File: src/rtl/solver_pkg.sv
// Shared types and sizes for the job-assignment solver and its cost-table loader.
package solver_pkg;

  localparam int N_W       = 8;
  localparam int N_J       = 8;
  localparam int COST_W    = 7;
  localparam int LB_W      = 10;
  localparam int TBL_DEPTH = N_W * N_J;
  localparam int ADDR_W    = 6;

  localparam logic [COST_W-1:0] COST_MAX = 7'd127;

  typedef enum logic {
    LOAD = 1'b0,
    DONE = 1'b1
  } loader_state_t;

  function automatic logic [COST_W-1:0] cost_min(input logic [COST_W-1:0] a,
                                                 input logic [COST_W-1:0] b);
    return (a < b) ? a : b;
  endfunction

endpackage

File: src/rtl/cost_regfile.sv
// 64-entry cost storage: one write port, one registered read port with clear.
module cost_regfile
  import solver_pkg::*;
(
  input  logic              CLK,
  input  logic              RST,
  input  logic              we,
  input  logic [ADDR_W-1:0] waddr,
  input  logic [COST_W-1:0] wdata,
  input  logic              re,
  input  logic              rclr,
  input  logic [ADDR_W-1:0] raddr,
  output logic [COST_W-1:0] rdata
);

  logic [COST_W-1:0] mem [TBL_DEPTH];

  // Contents are don't-care after reset, so the array itself carries no reset.
  always_ff @(posedge CLK) begin
    if (we) mem[waddr] <= wdata;
  end

  always_ff @(posedge CLK or negedge RST) begin
    if (!RST)      rdata <= '0;
    else if (rclr) rdata <= '0;
    else if (re)   rdata <= mem[raddr];
  end

endmodule

File: src/rtl/cost_table_loader.sv
// Loads an 8x8 cost matrix from a valid/ready stream, serves W/J reads and
// accumulates the sum of row minima as a lower bound.
//
// state | meaning
// LOAD  | accepting beats, reads return 0
// DONE  | table complete, reads serviced, stream stalled
module cost_table_loader
  import solver_pkg::*;
(
  input  logic              CLK,
  input  logic              RST,
  input  logic              in_valid,
  input  logic [COST_W-1:0] in_data,
  output logic              in_ready,
  input  logic              reload,
  input  logic [2:0]        W,
  input  logic [2:0]        J,
  output logic [COST_W-1:0] Cost,
  output logic              tbl_ready,
  output logic [LB_W-1:0]   lower_bound
);

  loader_state_t     state_q, state_d;
  logic [ADDR_W-1:0] cnt_q;
  logic [COST_W-1:0] rowmin_q;
  logic [LB_W-1:0]   acc_q;
  logic [COST_W-1:0] rowmin_next;
  logic              accept;
  logic              rd_en;
  logic              rd_clr;

  always_ff @(posedge CLK or negedge RST) begin
    if (!RST) state_q <= LOAD;
    else      state_q <= state_d;
  end

  always_comb begin
    state_d   = state_q;
    in_ready  = 1'b0;
    tbl_ready = 1'b0;
    accept    = 1'b0;
    rd_en     = 1'b0;
    rd_clr    = 1'b1;
    case (state_q)
      LOAD: begin
        in_ready = 1'b1;
        accept   = in_valid && !reload;
        if (accept && cnt_q == 6'd63) state_d = DONE;
      end
      DONE: begin
        tbl_ready = 1'b1;
        rd_en     = !reload;
        rd_clr    = reload;
      end
      default: state_d = LOAD;
    endcase
    if (reload) state_d = LOAD;
  end

  assign rowmin_next = cost_min(rowmin_q, in_data);

  // The last beat of each row folds its minimum into the accumulator directly.
  always_ff @(posedge CLK or negedge RST) begin
    if (!RST) begin
      cnt_q    <= '0;
      rowmin_q <= COST_MAX;
      acc_q    <= '0;
    end else if (reload) begin
      cnt_q    <= '0;
      rowmin_q <= COST_MAX;
      acc_q    <= '0;
    end else if (accept) begin
      cnt_q <= cnt_q + 6'd1;
      if (cnt_q[2:0] == 3'd7) begin
        acc_q    <= acc_q + LB_W'(rowmin_next);
        rowmin_q <= COST_MAX;
      end else begin
        rowmin_q <= rowmin_next;
      end
    end
  end

  assign lower_bound = tbl_ready ? acc_q : '0;

  cost_regfile u_regfile (
    .CLK   (CLK),
    .RST   (RST),
    .we    (accept),
    .waddr (cnt_q),
    .wdata (in_data),
    .re    (rd_en),
    .rclr  (rd_clr),
    .raddr ({W, J}),
    .rdata (Cost)
  );

endmodule

File: config.mk
export PLATFORM = sky130hd
export DESIGN_NAME = cost_table_loader
export DESIGN_NICKNAME = d
export VERILOG_FILES = /design/src/rtl/solver_pkg.sv /design/src/rtl/cost_regfile.sv /design/src/rtl/cost_table_loader.sv
export SDC_FILE = /design/constraint.sdc
export NUM_CORES = 1
export LEC_CHECK = 0
export ABC_AREA = 1
export CELL_PAD_IN_SITES_DETAIL_PLACEMENT = 0
export CELL_PAD_IN_SITES_GLOBAL_PLACEMENT = 2
export CORE_MARGIN = 2
export CORE_UTILIZATION = 34
export DETAILED_ROUTE_END_ITERATION = 12
export GPL_ROUTABILITY_DRIVEN = 0
export PLACE_DENSITY_LB_ADDON = 0.08
export SYNTH_ARGS = -nofsm -noshare
export SYNTH_HDL_FRONTEND = slang
export SYNTH_HIERARCHICAL = 1
export SYNTH_SLANG_ARGS = --single-unit
File: constraint.sdc
create_clock -name CLK -period 5.8 [get_ports CLK]
set_clock_uncertainty 0.05 [all_clocks]
set_input_delay 1.16 -clock CLK [delete_from_list [all_inputs] [get_ports CLK]]
set_output_delay 1.16 -clock CLK [all_outputs]
set_load 0.005 [all_outputs]
==> key figures <==
Status
  – Status: finished, final reports clean

Hold path
  – Worst hold-check path type: flip-flop to flip-flop

Finish
  – Area of the multi-input gates: 5439 um2
  – Commonest cells after routing, fill and taps aside: 658 x nand2_1, 448 x edfxtp_1, 413 x nand3_1
  – Antenna cell count: 0
  – Area Growth Syn to Fin: 13.86%
  – Fin nets: 1,934
  – Register area: 14,240 um2
  – Layout cell share with drive strength beyond 1: 7.732%
  – Leading cell type in the layout, fill and taps excluded: nand2_1
  – Post-route insts no fill: 2,722
  – Design area: 23,340 um2
  – Filler cell count: 5,901

Floorplan
  – Die height: 249.5 um
  – Io pins: 36
  – Chip Width: 249.5 um
  – Core Region: 60,020 um2
  – Initial core utilization: 34.15%
  – Die Area: 62,270 um2
  – # rows: 90

Route
  – Vias: 13,650
  – DR pass1 iterations: 5
  – DRC: 0
  – Vias per Instance: 5.016
  – Antenna viol nets, final: 0
  – DRT Wirelength: 61,580 um
  – Post-DR wirelength/cell: 22.62 um
  – Number of DRC markers in iteration 0: 1,104

Timing
  – Relative max-transition margin: 28.16%
  – Period utilisation layout: 62.51%
  – Final Hold Fails: 0
  – RSZ-0062 raised after global routing: no
  – Final WS setup: 2174 ps
  – Worst Max-Slew Pin Slew: 1078 ps
  – Final setup vio count: 0
  – Max frequency: 275.8 MHz
  – Setup TNS Final: 0 ps
  – Final Hold Slack: 427.5 ps
  – Final min period: 3626 ps
  – Max Slew Vio Count: 0

Placement
  – Number of port buffers: 35
  – DP Cell Count: 2,628
  – Post-DP HPWL: 36,040 um
  – Worst setup slack after placement: 1538 ps
  – Placed Area: 21,550 um2

Pwr
  – Maximum VDD drop: 0.2245 mV
  – Leak: 8.704 nW
  – Power density cells: 338.5 nW/um2

Setup path
  – CP endpoint kind: flip-flop
  – Kind of critical path: input port to flip-flop
  – Critical Path RT: 6250 ps
  – Arrival time worst endpoint: 4080 ps
  – CP startpoint kind: input port
  – Max FO, Critical Path: 21

Synth
  – Yosys cell types: 35
  – Top cell type's share of synthesized area: 65.63%
  – Syn avg cell area: 10.96 um2
  – Synthesized area: 20,500 um2
  – Cell taking the most area after synthesis: edfxtp_1
  – Largest cells by area after synthesis: edfxtp_1 66%, nand2_1 12%, nand3_1 10%, dfrtp_1 2.9%, nor2_1 1.4%
  – Syn Nets: 1,904
  – Sequential fraction of the synthesis area: 69.46%
  – Post-Synthesis Cells: 1,871
  – Syn. warnings: 6
  – Post-synthesis register bit count: 479

CTS
  – TritonCTS Buffers: 53
  – CTS Sinks: 479
  – Post-CTS Setup Inserts: 0
  – Htree depth: 2
  – Resized Gates After CTS: 0
  – Clock Tree Root: clkbuf_16
  – Hold Buf Count CTS: 0
  – Later-pin clock latency in the skew report: 620 ps
  – CTS max path bufs: 3
  – CTS tree: built
  – Clock slew at reported path FFs: 60 ps

Global route
  – Largest net degree at the start of global routing: 141
  – First-pass GRT wire length: 91,050 um
  – Vias in the first global route: 13,540
  – Tot GR Track Use: 19.77%
  – Antenna violations before repair: 2
  – GRT overflow: 0

Flow run
  – Max-cap viol count: 0
-- worst paths after layout --
path	from	to	slack (ps)	cells past startpoint
worst max register to register	rowmin_q[6]	acc_q[4]	2770	15
min in group asynchronous	RST	acc_q[3]	910	2
worst max-delay path	in_data[3]	acc_q[4]	2170	18
worst min-delay path	u_regfile/rdata[0]	u_regfile/rdata[0]	430	2
max in group asynchronous	RST	rowmin_q[4]	4430	2
worst min register to register	u_regfile/rdata[0]	u_regfile/rdata[0]	430	2
-- worst max-delay path, stage by stage --
cell	delay, ps
buf_2	80
buf_4	280
inv_1	100
ha_1	290
nand2_1	50
nor2_1	90
nand2_1	180
nand2_1	280
nand2_1	100
and2_1	150
ha_1	210
fa_1	430
inv_1	80
nor2_1	40
nor2_1	200
inv_1	100
o21ai_0	170
nand2_1	70
-- sequential cells by signal, summed over array words and instances, names as in the netlist --
signal           flops
state_q              1
u_regfile/rdata      7
rowmin_q             7
u_regfile/mem      448
acc_q               10
cnt_q                6
-- synthesized netlist by cell type --
cell type,instances
nand2_1,658
edfxtp_1,448
nand3_1,413
nor2_1,74
inv_1,57
buf_2,42
buf_4,26
dfrtp_1,24
clkbuf_1,16
ha_1,15
buf_1,11
nand4_1,11
a21oi_1,9
nor4_1,8
o21ai_1,8
and2_1,7
buf_6,7
dfstp_2,7
o21ai_0,6
inv_2,4
a22o_1,3
clkinv_1,3
xnor2_1,2
a21o_1,1
a21oi_2,1
fa_1,1
inv_6,1
nand3_2,1
nand3b_1,1
nor2_2,1
nor2_4,1
nor3_1,1
nor3_2,1
o21ai_2,1
o31ai_1,1
-- per-stage QoR --
step | utilization (%) | power, mW
after CTS | 38.88 | 8.011
after global routing | 38.89 | 8.186
after global placement | 35.89 | 4.476
after floorplan | - | 4.228
after detailed placement | 35.90 | 4.471
final | 38.89 | 7.900
-- per-layer routing --
| metal | global-route usage [%] | part of all wire, % |
|---|---|---|
| met3 | 2.733 | 4.1 |
| met2 | 31.56 | 46 |
| met4 | 5.164 | 2.0 |
| met5 | 0 | 0.044 |
| met1 | 28.39 | 48 |
-- cell type report --
class	instances	area share (%)
Inverter	65	1.072
Clock buffer	63	5.934
Sequential cell	479	61.00
Clock inverter	31	1.715
Multi-Input combinational cell	1225	23.30
Timing Repair Buffer	77	2.782
Tap cell	782	4.192
-- cells by family (layout without fill, tap and decap cells) --
family | after synthesis | count (layout) | synth area share, %
flops | 479 | 479 | 69.46
buf+inv | 167 | 236 | 4.071
compound gates | 30 | 30 | 0.8485
simple gates | 1177 | 1177 | 24.53
xor+xnor | 2 | 2 | 0.08547
fa+ha+maj | 16 | 16 | 1.013
-- power by group --
group          leakage [nW]  internal [mW]  switching [mW]
clock                 0.880           2.10            1.41
combinational          3.39          0.148           0.424
sequential             4.43           3.80          0.0134
total                  8.70           6.05            1.85
No activity file was read; power rests on OpenSTA's default activity.
